==> config.mk <==
export PLATFORM = sky130hd
export DESIGN_NAME = hidden_state_writer
export DESIGN_NICKNAME = d
export VERILOG_FILES = /design/src/rtl/hidden_state_writer_pkg.sv /design/src/rtl/hidden_state_writer.sv
export SDC_FILE = /design/constraint.sdc
export NUM_CORES = 1
export LEC_CHECK = 0
export BUFFER_PORTS_ARGS = -buffer_cell sky130_fd_sc_hd__buf_2
export CORE_MARGIN = 3
export CORE_UTILIZATION = 56
export CTS_CLUSTER_SIZE = 10
export DETAILED_ROUTE_END_ITERATION = 7
export HOLD_SLACK_MARGIN = 0.02
export PLACE_DENSITY = 0.87
export SYNTH_ARGS = -nofsm -noshare
export SYNTH_HDL_FRONTEND = slang
export SYNTH_SLANG_ARGS = --single-unit
==> constraint.sdc <==
create_clock -name clk -period 1.9 [get_ports clk]
set_clock_uncertainty 0.1 [all_clocks]
set_input_delay 0.19 -clock clk [delete_from_list [all_inputs] [get_ports clk]]
set_output_delay 0.19 -clock clk [all_outputs]
set_load 0.01 [all_outputs]
==> src/rtl/hidden_state_writer_pkg.sv <==
`default_nettype none
// ============================================================================
//  Module  : hidden_state_writer_pkg
//  Brief   : Shared defaults, FSM encoding and helpers for the hidden-state writer.
//  Rev     : 1.0  initial release
// ============================================================================
package hidden_state_writer_pkg;

    localparam int c_DEF_DATA_WIDTH  = 16;
    localparam int c_DEF_READ_BURST  = 2;
    localparam int c_DEF_ADDR_WIDTH  = 8;
    localparam int c_DEF_HIDDEN_SIZE = 64;

    typedef enum logic [1:0] {
        ST_IDLE    = 2'd0,
        ST_COLLECT = 2'd1,
        ST_DONE    = 2'd2
    } state_t;

    function automatic int ceil_div(input int a, input int b);
        return (a + b - 1) / b;
    endfunction

endpackage
`default_nettype wire

==> src/rtl/hidden_state_writer.sv <==
`default_nettype none
// ============================================================================
//  Module  : hidden_state_writer
//  Brief   : Packs a serial h_t element stream into READ_BURST-wide words and
//            writes one word per cycle into the hidden-state memory.
//  Rev     : 1.0  initial release
// ============================================================================
module hidden_state_writer
    import hidden_state_writer_pkg::*;
#(
    parameter int DATA_WIDTH  = c_DEF_DATA_WIDTH,
    parameter int READ_BURST  = c_DEF_READ_BURST,
    parameter int ADDR_WIDTH  = c_DEF_ADDR_WIDTH,
    parameter int HIDDEN_SIZE = c_DEF_HIDDEN_SIZE
) (
    input  logic                             clk,
    input  logic                             rst_n,
    input  logic                             i_start,
    input  logic                             i_in_valid,
    input  logic [DATA_WIDTH-1:0]            i_in_data,
    output logic                             o_in_ready,
    output logic                             o_wr_en,
    output logic [ADDR_WIDTH-2:0]            o_wr_addr,
    output logic [DATA_WIDTH*READ_BURST-1:0] o_wr_data,
    output logic                             o_busy,
    output logic                             o_vec_done
);

    localparam int NWORDS = ceil_div(HIDDEN_SIZE, READ_BURST);
    localparam int LANE_W = (READ_BURST > 1) ? $clog2(READ_BURST) : 1;
    localparam int ELEM_W = (HIDDEN_SIZE > 1) ? $clog2(HIDDEN_SIZE) : 1;
    localparam int WORD_W = ADDR_WIDTH - 1;
    localparam int PACK_W = DATA_WIDTH * READ_BURST;

    localparam logic [LANE_W-1:0] c_LAST_LANE = LANE_W'(READ_BURST - 1);
    localparam logic [ELEM_W-1:0] c_LAST_ELEM = ELEM_W'(HIDDEN_SIZE - 1);
    localparam logic [WORD_W-1:0] c_LAST_WORD = WORD_W'(NWORDS - 1);

    state_t              r_state;
    state_t              w_state_next;
    logic [LANE_W-1:0]   r_lane_cnt;
    logic [ELEM_W-1:0]   r_elem_cnt;
    logic [WORD_W-1:0]   r_word_cnt;
    logic [PACK_W-1:0]   r_pack;
    logic [PACK_W-1:0]   w_pack_next;
    logic                r_wr_en;
    logic [WORD_W-1:0]   r_wr_addr;
    logic [PACK_W-1:0]   r_wr_data;
    logic                w_in_ready;
    logic                w_accept;
    logic                w_clear;
    logic                w_last_elem;
    logic                w_word_done;

    assign w_last_elem = (r_elem_cnt == c_LAST_ELEM);
    assign w_word_done = (r_lane_cnt == c_LAST_LANE) || w_last_elem;

    always_ff @(posedge clk or negedge rst_n) begin
        if (!rst_n) begin
            r_state <= ST_IDLE;
        end else begin
            r_state <= w_state_next;
        end
    end

    always_comb begin
        w_state_next = r_state;
        w_in_ready   = 1'b0;
        w_accept     = 1'b0;
        w_clear      = 1'b0;
        case (r_state)
            ST_IDLE: begin
                if (i_start) begin
                    w_state_next = ST_COLLECT;
                    w_clear      = 1'b1;
                end
            end
            ST_COLLECT: begin
                w_in_ready = 1'b1;
                w_accept   = i_in_valid;
                if (i_in_valid && w_last_elem) begin
                    w_state_next = ST_DONE;
                end
            end
            ST_DONE: begin
                w_state_next = ST_IDLE;
            end
            default: begin
                w_state_next = ST_IDLE;
            end
        endcase
    end

    // Lane-indexed insert: the incoming element lands directly in its slot.
    always_comb begin
        w_pack_next = r_pack;
        for (int k = 0; k < READ_BURST; k++) begin
            if (r_lane_cnt == LANE_W'(k)) begin
                w_pack_next[k*DATA_WIDTH +: DATA_WIDTH] = i_in_data;
            end
        end
    end

    always_ff @(posedge clk or negedge rst_n) begin
        if (!rst_n) begin
            r_lane_cnt <= '0;
            r_elem_cnt <= '0;
            r_word_cnt <= '0;
            r_pack     <= '0;
            r_wr_en    <= 1'b0;
            r_wr_addr  <= '0;
            r_wr_data  <= '0;
        end else begin
            r_wr_en <= 1'b0;
            if (w_clear) begin
                r_lane_cnt <= '0;
                r_elem_cnt <= '0;
                r_word_cnt <= '0;
                r_pack     <= '0;
            end else if (w_accept) begin
                r_elem_cnt <= r_elem_cnt + 1'b1;
                if (w_word_done) begin
                    // Cleared pack register zero-fills the upper lanes of a short final word.
                    r_wr_en    <= 1'b1;
                    r_wr_addr  <= r_word_cnt;
                    r_wr_data  <= w_pack_next;
                    r_lane_cnt <= '0;
                    r_pack     <= '0;
                    if (r_word_cnt != c_LAST_WORD) begin
                        r_word_cnt <= r_word_cnt + 1'b1;
                    end
                end else begin
                    r_pack     <= w_pack_next;
                    r_lane_cnt <= r_lane_cnt + 1'b1;
                end
            end
        end
    end

    assign o_in_ready = w_in_ready;
    assign o_wr_en    = r_wr_en;
    assign o_wr_addr  = r_wr_addr;
    assign o_wr_data  = r_wr_data;
    assign o_busy     = (r_state != ST_IDLE);
    assign o_vec_done = (r_state == ST_DONE);

endmodule
`default_nettype wire

# After elaboration in Yosys (flattened, before gate mapping)
# Cells that the tools add are included.
[totals]
ff_bits = 88
elab_cells = 52
[classes]
eq_ne = 6
n_mux = 24
n_addsub = 3
bitwise_logic = 1
n_reduce_logical = 10
[op_table]
columns = ["cell", "count"]
rows = [
  ["32-bit two-way mux", 3],
  ["16-bit two-way mux", 2],
  ["7-bit two-way mux", 4],
  ["6-bit two-way mux", 2],
  ["1-bit two-way mux", 10],
  ["2-bit nonzero test", 4],
  ["7-bit by 1-bit adder with 7-bit output (second input constant)", 1],
  ["7-bit by 5-bit inequality test with 1-bit output (second input constant)", 1],
  ["6-bit by 1-bit adder with 6-bit output (second input constant)", 1],
  ["6-bit equality test (second input constant)", 1],
  ["3-bit AND reduction", 2],
  ["2-bit two-way mux", 2],
  ["2-bit inequality test (second input constant)", 2],
  ["2-bit case mux with 2 select lines", 1],
  ["2-bit by 1-bit equality test with 1-bit output (second input constant)", 1],
  ["2-bit equality test (second input constant)", 1],
  ["2-bit zero test", 1],
  ["2-bit AND reduction", 1],
  ["1-bit adder (second input constant)", 1],
  ["1-bit logical AND", 1],
  ["1-bit logical OR", 1],
  ["1-bit NOT", 1],
]

# Logic depth before layout (Yosys ltp)
[depth]
word_depth = 5
ltp_mapped = 6

# Worst setup path after synthesis
# No wires, ideal clock.
[synth_timing]
path_type = "reg-to-reg"
from = "reg r_elem_cnt[0]"
to = "reg r_word_cnt[3]"
stages_incl_launch_ff = 6
setup_time_ns = 0.122
synth_period_minus_slack_ns = 1.764
path_slack_ns = 0.136
arrival_time_ns = 1.543
path_cell_list = "dfrtp_1 > ha_1 > nand2_1 > o21bai_1 > nand2_1 > a32o_1"
[synth_between]
elab_chain_cells = 4
[synth_rtl]
columns = ["item", "line", "text"]
rows = [
  ["from (decl)", "hidden_state_writer.sv:42", "logic [ELEM_W-1:0] r_elem_cnt;"],
  ["from (signal assigned)", "hidden_state_writer.sv:121", "r_elem_cnt <= r_elem_cnt + 1'b1;"],
  ["6-bit equality test", "hidden_state_writer.sv:55", "assign w_last_elem = (r_elem_cnt == c_LAST_ELEM);"],
  ["1-bit logical OR", "hidden_state_writer.sv:56", "assign w_word_done = (r_lane_cnt == c_LAST_LANE) || w_last_elem;"],
  ["2-bit nonzero test (no line)", "--", ""],
  ["3-bit AND reduction (no line)", "--", ""],
  ["to (signal assigned)", "hidden_state_writer.sv:130", "r_word_cnt <= r_word_cnt + 1'b1;"],
  ["to (decl)", "hidden_state_writer.sv:43", "logic [WORD_W-1:0] r_word_cnt;"],
]
# Every way passes these cells.
# A chain may end at the register's enable or synchronous reset.

# Worst setup path in the final report
[layout_timing]
from = "reg r_elem_cnt[0]"
to = "reg r_wr_addr[3], in the netlist o_wr_addr[3]"
[layout_between]
elab_chain_cells = 3
[layout_rtl]
columns = ["item", "line", "text"]
rows = [
  ["6-bit equality test", "hidden_state_writer.sv:55", ""],
  ["1-bit logical OR", "hidden_state_writer.sv:56", ""],
  ["3-bit AND reduction (no line)", "--", ""],
  ["to (signal assigned)", "hidden_state_writer.sv:125", "r_wr_addr <= r_word_cnt;"],
  ["to (decl)", "hidden_state_writer.sv:47", "logic [WORD_W-1:0] r_wr_addr;"],
]
# Every way passes these cells.

==> flow_metrics.env <==
export IMPL_coreArea_um2=6420
export IMPL_hold_violations=0
export IMPL_hold_path_class="in -> reg"
export IMPL_crit_chain="ha_1 > a31oi_2 > nor2_4 > mux2_2"
export IMPL_clk_pin_slew_ns=0.09
export IMPL_p_seq_share_pct=45.0
export IMPL_worstPathRequired_ns=2.06
export IMPL_antenna_found_initial=0
export IMPL_maxCapViolations=0
export IMPL_worstMarginPinSlew_ns=0.438
export IMPL_seqCellArea_um2=2200
export IMPL_antenna_left=0
export IMPL_fp_dieH_um=87.8
export IMPL_clock_latency_ns=0.37
export IMPL_die_w_um=87.8
export IMPL_cts_root_buf="clkbuf_8"
export IMPL_ff2ff_setup_slack_ns=0.12
export IMPL_clockBufferDepth=2
export IMPL_p_int_w=0.00402
export IMPL_overflow=0
export IMPL_synth_area_um2=3750
export IMPL_power_static_leakage_nw=2.21
export IMPL_end_kind="flip-flop"
export IMPL_synthTopCellsByArea="dfrtp_1 59%, mux2i_1 9.6%, a21oi_1 8.5%, a22o_1 4.0%, and2_1 2.7%"
export IMPL_ir_drop_v=0.000869
export IMPL_multi_input_area_um2=1450
export IMPL_grt_busiest_layer="met2"
export IMPL_ys_async_sr_fraction_pct=100
export IMPL_dp_hpwl_um=5600
export IMPL_yosysTopAreaCell="dfrtp_1"
export IMPL_critical_path_class="reg -> reg"
export IMPL_firstDrtPassIters=4
export IMPL_grt_total_usage_pct=24.6
export IMPL_critPathSlowestCell="dfrtp_1"
export IMPL_startpoint_type="flip-flop"
export IMPL_pwr_share_comb_pct=31.2
export IMPL_grt_max_degree=41
export IMPL_met2_usage_pct=38.7
export IMPL_min_period_over_period_pct=93.4
export IMPL_synth_edf_count=0
export IMPL_viasPerCell=5.91
export IMPL_dp_slack_ns=0.0653
export IMPL_outcome="complete, no violations"
export IMPL_synth_fp_nets=333
export IMPL_fmax_mhz=563
export IMPL_p_sw_w=0.00214
export IMPL_syn_instance_count=311
export IMPL_wl_per_cell_um=18.0
export IMPL_grt_pass1_wl_um=14400
export IMPL_drt_first_iter_violations=221
export IMPL_drive_gt1_share_pct=27.5
export IMPL_num_antenna_cells=0
export IMPL_worstPathMaxFanout=9
export IMPL_crit_arrival_ns=1.93
export IMPL_ios=63
export IMPL_layout_setup_ws_ns=0.125
export IMPL_grt_pass1_vias=2883
export IMPL_synth_area_per_cell_um2=12.1
export IMPL_wirelength_um=8560
export IMPL_start_util_pct=58.4
export IMPL_seq_area_frac_synth_pct=58.7
export IMPL_post_cts_buffers=0
export IMPL_maxSlewViolCount=0
export IMPL_clkPwrFrac_pct=23.8
export IMPL_syn2layout_area_growth_pct=22.6
export IMPL_fillCellCount=429
export IMPL_synth_cell_types=38
export IMPL_fin_crit_ns=1.78
export IMPL_met3_usage_pct=5.93
export IMPL_htreeDepth=3
export IMPL_port_buffers=62
export IMPL_cts_sinks=88
export IMPL_drc=0
export IMPL_gp_congestion=0.793
export IMPL_slew_headroom_pct=70.8
export IMPL_tns_ns=0
export IMPL_switching_share_pct=34.7
export IMPL_synth_seq_cells=88
export IMPL_most_common_layout_cells="87 x dfrtp_1, 64 x a21oi_1, 61 x buf_2"
export IMPL_finalSetupViolCount=0
export IMPL_fin_nets=417
export IMPL_grt_setup_unrepaired="false"
export IMPL_yosys_warnings=0
export IMPL_grtUsageMet1_pct=32.9
export IMPL_rows=29
export IMPL_vias=2820
export IMPL_cpPeakStageDelay_ns=0.42
export IMPL_cts_tree="yes"
export IMPL_die_area_um2=7710
export IMPL_synth_top_area_share_pct=58.7
export IMPL_numCtsBuffers=9
export IMPL_p_per_area_nw_per_um2=1340
export IMPL_ys_flop_type="dfrtp_1"
export IMPL_final_util_pct=71.6
export IMPL_final_common_cell="dfrtp_1"
## worst paths after layout
path / from / endpoint / cells past startpoint
max in group asynchronous: rst_n / r_pack[14] / 3
min: i_in_valid / r_state[1] / 3
min in group asynchronous: rst_n / o_wr_data[20] / 2
min reg2reg: r_pack[17] / r_pack[17] / 1
max: r_elem_cnt[0] / o_wr_addr[3] / 4
max reg2reg: r_elem_cnt[0] / o_wr_addr[3] / 4
## logic make-up after synthesis
kind of cell	Yosys count	share of synthesized area (%)
AO/OA/AOI/OAI	95	16.0
XOR/XNOR	5	1.17
adder cells (fa/ha/maj)	2	0.667
buffers and inverters	21	2.87
flip-flops	88	58.7
multiplexers	43	11.7
AND/OR/NAND/NOR	57	8.81
## final cells by class
cell class              instances  area share [%]
inverters                       2           0.163
multi-input cells             202            31.5
clock inverters                 7            2.23
flip-flops and latches         88            47.9
well taps                      77            2.10
repair buffers                 92            13.3
clock buffers                   9            2.69
## sequential cells by signal, indices dropped and copies added (netlist names)
name / count
o_wr_data: 32
o_wr_addr: 7
r_state: 2
r_word_cnt: 7
o_wr_en: 1
r_elem_cnt: 6
r_pack: 32
r_lane_cnt: 1
## power by group through the flow
stage / clock (W) / combinational [W] / sequential (W)
2_1_floorplan: 0 / 0.000977 / 0.00292
3_3_place_gp: 0 / 0.00182 / 0.00276
3_5_place_dp: 0 / 0.00189 / 0.00279
4_1_cts: 0.00148 / 0.00192 / 0.00277
5_1_grt: 0.00158 / 0.00214 / 0.00284
6_report: 0.00146 / 0.00192 / 0.00277
## cell usage after synthesis (2+ instances only)
cell type,number
nor3_1,2
nand3_1,4
inv_1,2
dfrtp_1,88
nand2b_1,4
nor2b_1,2
buf_2,5
clkbuf_1,9
and2_1,16
a211oi_1,2
buf_4,4
nand4_1,4
a21oi_1,64
nor2_1,7
mux2i_1,36
xor2_1,4
nand2_1,11
a21o_1,2
ha_1,2
a22o_1,17
o21ai_0,2
a31o_2,2
mux2_2,7
## worst max-delay path: cells and delay by family (launching register included)
family | cells | cell delay [ns]
DFF | 1 | 0.42
muxes | 1 | 0.38
adders and majority gates | 1 | 0.34
and+or+nand+nor | 1 | 0.26
AOI/OAI and AO/OA | 1 | 0.18
## per-stage QoR
stage                     std cells  power (W)  hold slack, ns  area, µm²
after floorplan                 311    0.00389          -0.206       3750
after global placement          444    0.00458          0.0529       4190
after detailed placement        444    0.00468          0.0593       4190
after CTS                       477    0.00618          0.0908       4590
after global routing            477    0.00655           0.100       4600
final                           477    0.00616          0.0997       4600
## layer usage
| layer | routed length, µm | vias to the layer above | part of all wire [%] |
|---|---|---|---|
| li1 | - | 1289 | - |
| met1 | 3610 | 1428 | 42 |
| met2 | 4380 | 88 | 51 |
| met3 | 410 | 15 | 4.8 |
| met4 | 164 | 0 | 1.9 |
| met5 | 0 | - | 0 |
## repair_timing
action                                  CTS  global route
endpoints found under the setup margin    0            26
endpoints found under the hold margin    46             0
hold buffers                             17             0
resized for setup                         0             3
No activity file was read; power rests on OpenSTA's default activity.
